`src/rtl/uart_rx_if.sv`:
```
// ----------------------------------------------------------------------------
// uart_rx_if
//   Byte hand-off between the UART receive front end and the host-I/O logic.
//   rx_data  : received byte, LSB received first
//   rx_valid : rx_data holds an unconsumed byte
//   rx_ready : consumer accepts the byte when rx_valid && rx_ready
//   master   : the receiver (drives rx_data/rx_valid, observes rx_ready)
//   slave    : the consumer (observes rx_data/rx_valid, drives rx_ready)
// ----------------------------------------------------------------------------
interface uart_rx_if;
    logic [7:0] rx_data;
    logic       rx_valid;
    logic       rx_ready;

    modport master (
        output rx_data,
        output rx_valid,
        input  rx_ready
    );

    modport slave (
        input  rx_data,
        input  rx_valid,
        output rx_ready
    );
endinterface

```
`src/rtl/uart_rx_frontend.sv`:
```
// ----------------------------------------------------------------------------
// uart_rx_frontend
//   8N1 UART receiver with 16x (parameterisable) oversampling. The RxD pin is
//   brought into the clock domain through two flops; the frame is sampled at
//   mid-bit and completed bytes are handed out through a one-entry
//   valid/ready buffer. Framing errors and overruns are one-cycle pulses.
//
//   Parameters:
//     CLK_FREQ   system clock in Hz
//     BAUD       line rate in bit/s
//     OVERSAMPLE samples per bit (even, >= 8)
//   Ports:
//     clk        system clock, rising edge
//     rst        synchronous active-high reset
//     rxd        asynchronous serial input, idle-high
//     rx_bus     byte hand-off (uart_rx_if.master: rx_data, rx_valid, rx_ready)
//     frame_err  one-cycle pulse: stop bit sampled low
//     overrun    one-cycle pulse: byte completed while buffer still full
//     busy       high whenever the receiver is not idle
// ----------------------------------------------------------------------------
module uart_rx_frontend #(
    parameter int CLK_FREQ   = 100_000_000,
    parameter int BAUD       = 115200,
    parameter int OVERSAMPLE = 16
) (
    input  logic        clk,
    input  logic        rst,
    input  logic        rxd,
    uart_rx_if.master   rx_bus,
    output logic        frame_err,
    output logic        overrun,
    output logic        busy
);

    localparam int DIV  = CLK_FREQ / (BAUD * OVERSAMPLE);
    localparam int PR_W = (DIV > 2) ? $clog2(DIV) : 1;
    localparam int SC_W = $clog2(OVERSAMPLE);

    localparam logic [PR_W-1:0] PR_LAST = PR_W'(DIV - 1);
    localparam logic [SC_W-1:0] SC_MID  = SC_W'(OVERSAMPLE / 2 - 1);
    localparam logic [SC_W-1:0] SC_LAST = SC_W'(OVERSAMPLE - 1);

    generate
        if (DIV < 2) begin : g_div_check
            $error("uart_rx_frontend: CLK_FREQ/(BAUD*OVERSAMPLE) must be >= 2");
        end
        if ((OVERSAMPLE < 8) || (OVERSAMPLE % 2 != 0)) begin : g_os_check
            $error("uart_rx_frontend: OVERSAMPLE must be even and >= 8");
        end
    endgenerate

    typedef enum logic [2:0] {
        IDLE,
        START,
        DATA,
        STOP,
        BREAK
    } state_t;

    state_t          state;
    logic            rxd_meta;
    logic            rxd_s;
    logic [PR_W-1:0] presc;
    logic [SC_W-1:0] sc;
    logic [2:0]      bit_idx;
    logic [7:0]      shreg;
    logic            tick;

    // The prescaler is held at zero in IDLE, so the first tick of a frame
    // lands exactly DIV clocks after the start edge was seen.
    assign tick = (presc == PR_LAST);

    always_ff @(posedge clk) begin
        if (rst) begin
            rxd_meta        <= 1'b1;
            rxd_s           <= 1'b1;
            state           <= IDLE;
            presc           <= '0;
            sc              <= '0;
            bit_idx         <= '0;
            shreg           <= '0;
            rx_bus.rx_data  <= 8'h00;
            rx_bus.rx_valid <= 1'b0;
            frame_err       <= 1'b0;
            overrun         <= 1'b0;
            busy            <= 1'b0;
        end else begin
            rxd_meta  <= rxd;
            rxd_s     <= rxd_meta;
            frame_err <= 1'b0;
            overrun   <= 1'b0;

            // Consumer drain; a byte loaded below in the same cycle wins.
            if (rx_bus.rx_valid && rx_bus.rx_ready) begin
                rx_bus.rx_valid <= 1'b0;
            end

            if (state == IDLE) begin
                presc <= '0;
            end else if (tick) begin
                presc <= '0;
            end else begin
                presc <= presc + PR_W'(1);
            end

            case (state)
                IDLE: begin
                    if (!rxd_s) begin
                        state   <= START;
                        sc      <= '0;
                        bit_idx <= '0;
                        busy    <= 1'b1;
                    end
                end

                START: begin
                    if (tick) begin
                        if (sc == SC_MID) begin
                            // Mid start bit: a high line means it was a glitch.
                            sc <= '0;
                            if (rxd_s) begin
                                state <= IDLE;
                                busy  <= 1'b0;
                            end else begin
                                state <= DATA;
                            end
                        end else begin
                            sc <= sc + SC_W'(1);
                        end
                    end
                end

                DATA: begin
                    if (tick) begin
                        if (sc == SC_LAST) begin
                            sc      <= '0;
                            shreg   <= {rxd_s, shreg[7:1]};
                            bit_idx <= bit_idx + 3'd1;
                            if (bit_idx == 3'd7) begin
                                state <= STOP;
                            end
                        end else begin
                            sc <= sc + SC_W'(1);
                        end
                    end
                end

                STOP: begin
                    if (tick) begin
                        if (sc == SC_LAST) begin
                            sc <= '0;
                            if (rxd_s) begin
                                state <= IDLE;
                                busy  <= 1'b0;
                                if (!rx_bus.rx_valid || rx_bus.rx_ready) begin
                                    rx_bus.rx_data  <= shreg;
                                    rx_bus.rx_valid <= 1'b1;
                                end else begin
                                    overrun <= 1'b1;
                                end
                            end else begin
                                frame_err <= 1'b1;
                                state     <= BREAK;
                            end
                        end else begin
                            sc <= sc + SC_W'(1);
                        end
                    end
                end

                BREAK: begin
                    // Hold off until the line returns high so a long low
                    // period is not taken as a stream of start bits.
                    if (rxd_s) begin
                        state <= IDLE;
                        busy  <= 1'b0;
                    end
                end

                default: begin
                    state <= IDLE;
                    busy  <= 1'b0;
                end
            endcase
        end
    end

endmodule

```
`src/flat_wrapper.sv`:
```
// flat-port wrapper written by rule: the top's interface ports become plain ports
module uart_rx_frontend_flat 
#(
    parameter int CLK_FREQ   = 100_000_000,
    parameter int BAUD       = 115200,
    parameter int OVERSAMPLE = 16
)
  (clk, rst, rxd, frame_err, overrun, busy, rx_bus_rx_data, rx_bus_rx_valid, rx_bus_rx_ready);
  uart_rx_if rx_bus_i ();
  input  logic clk;
  input  logic rst;
  input  logic rxd;
  output logic frame_err;
  output logic overrun;
  output logic busy;
  output wire logic [$bits(rx_bus_i.rx_data)-1:0] rx_bus_rx_data;
  output wire logic [$bits(rx_bus_i.rx_valid)-1:0] rx_bus_rx_valid;
  input wire logic [$bits(rx_bus_i.rx_ready)-1:0] rx_bus_rx_ready;
  assign rx_bus_rx_data = rx_bus_i.rx_data;
  assign rx_bus_rx_valid = rx_bus_i.rx_valid;
  assign rx_bus_i.rx_ready = rx_bus_rx_ready;
  uart_rx_frontend #(.CLK_FREQ(CLK_FREQ), .BAUD(BAUD), .OVERSAMPLE(OVERSAMPLE)) u_core (.clk(clk), .rst(rst), .rxd(rxd), .rx_bus(rx_bus_i), .frame_err(frame_err), .overrun(overrun), .busy(busy));
endmodule
```
`config.mk`:
```
export PLATFORM = sky130hd
export DESIGN_NAME = uart_rx_frontend_flat
export DESIGN_NICKNAME = d
export VERILOG_FILES = /design/src/rtl/uart_rx_if.sv /design/src/rtl/uart_rx_frontend.sv /design/src/flat_wrapper.sv
export SDC_FILE = /design/constraint.sdc
export NUM_CORES = 1
export LEC_CHECK = 0
export CAP_MARGIN = 20
export CORE_MARGIN = 3
export CORE_UTILIZATION = 56
export DETAILED_ROUTE_END_ITERATION = 8
export GPL_TIMING_DRIVEN = 0
export PLACE_DENSITY = 0.78
export SLEW_MARGIN = 20
export SYNTH_ARGS = -nofsm -noshare
export SYNTH_HDL_FRONTEND = slang
export SYNTH_SLANG_ARGS = --single-unit
```
`constraint.sdc`:
```
create_clock -name clk -period 1.7 [get_ports clk]
set_input_delay 0.34 -clock clk [delete_from_list [all_inputs] [get_ports clk]]
set_output_delay 0.34 -clock clk [all_outputs]
set_load 0.01 [all_outputs]
```
==> results of run 1 <==
-- worst max path at each step --
stage / from / endpoint / slack, ns / cells past startpoint
floorplan: u_core.sc[0] / u_core.shreg[1] / 0.14 / 6
global placement: u_core.sc[0] / u_core.shreg[6] / -0.02 / 6
detailed placement: u_core.sc[0] / u_core.shreg[6] / -0.10 / 6
CTS: u_core.state[1] / u_core.shreg[6] / 0.002 / 6
global route: u_core.sc[1] / u_core.shreg[6] / -0.02 / 6
finish: u_core.state[1] / u_core.shreg[6] / 0.07 / 6
-- stage by stage --
step	utilization, %	instance area (um^2)	instances	setup WS (ns)	power [mW]
4_1_cts	70.06	1982	245	0.001825	1.478
6_report	73.55	2081	246	0.07207	1.479
2_1_floorplan	-	1710	190	0.1433	0.9559
3_5_place_dp	66.78	1889	235	-0.1020	0.9741
5_1_grt	73.55	2081	246	-0.01541	1.529
3_3_place_gp	66.78	1889	235	-0.01686	0.9721
-- flip-flops by register name (all words and copies together) (netlist names) --
signal                  count
u_core.rx_bus.rx_data       8
u_core.shreg                8
u_core.presc                6
u_core.sc                   4
u_core.bit_idx              3
u_core.state                3
u_core.busy                 1
u_core.frame_err            1
u_core.overrun              1
u_core.rx_bus.rx_valid      1
u_core.rxd_meta             1
u_core.rxd_s                1
-- routing by layer --
layer  global-route usage [%]  share of wire [%]
met1                    25.81                 45
met2                    33.69                 49
met3                    7.128                4.2
met4                    7.430                1.5
met5                        0                  0
-- layout make-up --
class                   instances  area [um^2]
repair buffers                 19        177.7
fillers                       208        748.2
plain buffers                  11        65.06
flip-flops and latches         38        765.7
multi-input cells             134        950.9
inverters                       5        18.77
clock inverters                 2        12.51
clock buffers                   6        51.30
well taps                      31        38.79
-- power by group --
group	internal (mW)	switching, mW
registers	0.896	0.00617
logic	0.0235	0.0327
clock network	0.199	0.322
-- cells by family (layout without fill, tap and decap cells) --
family          Yosys count  count (layout)  share of synthesized area [%]
mux                       9               9                          5.267
xor+xnor                  5               5                          2.561
buf+inv                  18              43                          5.047
simple gates             81              81                          26.92
compound gates           33              33                          11.49
fa+ha+maj                 6               6                          4.243
flops                    38              38                          44.48
-- cells in the final DEF (no fill, tap or decap), drive strengths merged, types with 4 or more instances in the layout --
cell | netlist | final
dfxtp | 38 | 38
nor2 | 24 | 24
clkdlybuf4s50 | 0 | 14
clkbuf | 8 | 13
a21oi | 12 | 12
o21ai | 11 | 11
nand2 | 11 | 11
mux2i | 9 | 9
buf | 5 | 9
nand4 | 8 | 8
nand3 | 8 | 8
nand3b | 6 | 6
inv | 5 | 5
ha | 5 | 5
nor3 | 4 | 4
-- worst reg2reg max path, cell delays in order, from the launching register on --
cell	delay [ns]
dfxtp_2	0.34
buf_6	0.11
or3b_4	0.39
nor4_4	0.20
buf_6	0.20
mux2i_2	0.23
nor2_1	0.06
-- timing repair --
action / CTS / global route
pin swaps: 1 / 4
resized for setup: 2 / 20
cloned: 0 / 0
buffers inserted: 3 / 2
setup endpoints to repair: 17 / 33
==> impl_results.md, run 1 <==
- Top cells by area, synth: dfxtp_1, mux2i_1, nor2_1
- TritonCTS Sinks: 38
- Worst EP arrival: 1.88 ns
- Die W: approximately 61 um
- Max VDD drop: between 0.6 and 0.7 mV
- First-pass GRT wire length: about 5700 um
- Final worst path period share: a little over nine tenths
- TritonCTS clock tree: built
- Crit-path slowest cell: or3b_4
- Clock Pin Slew Worst Setup and Hold Paths: about 0.12 ns
- Total Routing Usage GR: a little over a fifth
- Final net count: between 200 and 250
- Yosys cell types: 40
- CTS Hold Bufs: 0
- Reg2reg path depth: 6
- Port-buffer cells: 14
- Initial Util: 60.46%
- Clock skew: 0.01494 ns
- Post-synth EDFFs: 0
- Flop2flop setup slack: about 0.072 ns
- Minimum clock period: ~1.6 ns
- Cell Area, Synth: 1710 um^2
- Yosys warning total: 0
- DR vias: between 1000 and 1500
- Clk_lat worst skew: 0.37 ns
- Main flop type after synthesis: dfxtp_1
- Syn avg cell area: roughly 9.0 um^2
- Total gr overflow: 0
- Most frequent cell after synthesis: dfxtp_1
- Dominant cell type by area after synthesis: dfxtp_1
- Worst hold slack: a little over 0.4 ns
- Number of global-route vias before repair: between 1000 and 1500
- Routability cong.: between 0.8 and 0.9
- Area Growth Syn to Fin: 21.65%
- Hold path start: rst
- ANT nets after route: 0
- Synthesis-stage register bit count: 38
- R2R Path Start: u_core.state[1]
- DRC Markers: 0
- Antenna violations before repair: 0
- H-tree depth: 2
- Initial DRT Pass Iterations: 5
- Share of cells above drive strength 1: between 10% and 20%
- Gate Count Post-Synth: 190
- Core ar.: approximately 2800 um^2
- Max Root-Sink Buffers: 2
- Critical path class: flip-flop to flip-flop
- Status: finished clean
- Worst Setup End Kind: flip-flop
- Startpoint types: flip-flop
- Post-DP HPWL: 2506 um
- RSZ-0062 raised after global routing: true
- Synth Net Count: a little under 200
- # diodes: 0
- Slew Limit Fails: 0
- Setup TNS: 0 ns
- Pleak: between 0.7 and 0.8 nW
- Largest net degree at the start of global routing: 13
- CP most frequent cell: buf_6
- Critical path peak fanout: 8
- Worst Hold Class: primary input to flip-flop
- Hold-critical path depth: 2
- Final WL: 3601 um
- Most frequent cells after synthesis: dfxtp_1, nor2_1, a21oi_1, nand2_1, o21ai_0
- CTS buffer count: 5
- Vias per cell: around 6
- I/O pin count: 16
- Row count: 19
- Asr flop ratio synth: 0%
- Worst hold endpoint: u_core.rxd_meta
- Final setup fails: 0
- Post-synthesis sequential area ratio: between 40% and 50%
- Max Cap Viol: 0
- FF-to-FF End: u_core.shreg[6]
- Chip Height: approximately 61 um
- Synth top area share: 44.48%
- Slew margin rel.: between 60% and 70%
- CTS root buffer: clkbuf_4
- PD cells: between 700 and 800 nW/um^2
- Routed len/inst: around 15 um
- Hold Violations, Final: 0
- Req. time, crit path: slightly below 2 ns
- Detailed router's first-iteration violation count: 63
- Worst-Margin Slew: 0.4838 ns
- Worst path cell trace: buf_6 -> or3b_4 -> nor4_4 -> buf_6 -> mux2i_2 -> nor2_1
- Fmax: 614.3 MHz
- Crit-path leading delay family: simple AND/OR/NAND/NOR gates
- Crit path largest cell delay: between 0.3 and 0.4 ns
- Buf/Inv on CP: 2
- Die area: approximately 3800 um^2
Note: power is estimated with default switching activity, not from simulation.
==> inputs of run 2 (changes only) <==
- GPL_ROUTABILITY_DRIVEN: not set -> 0
==> results of run 2 <==
No change in the layout: final DEF, timing and power equal those of run 1.
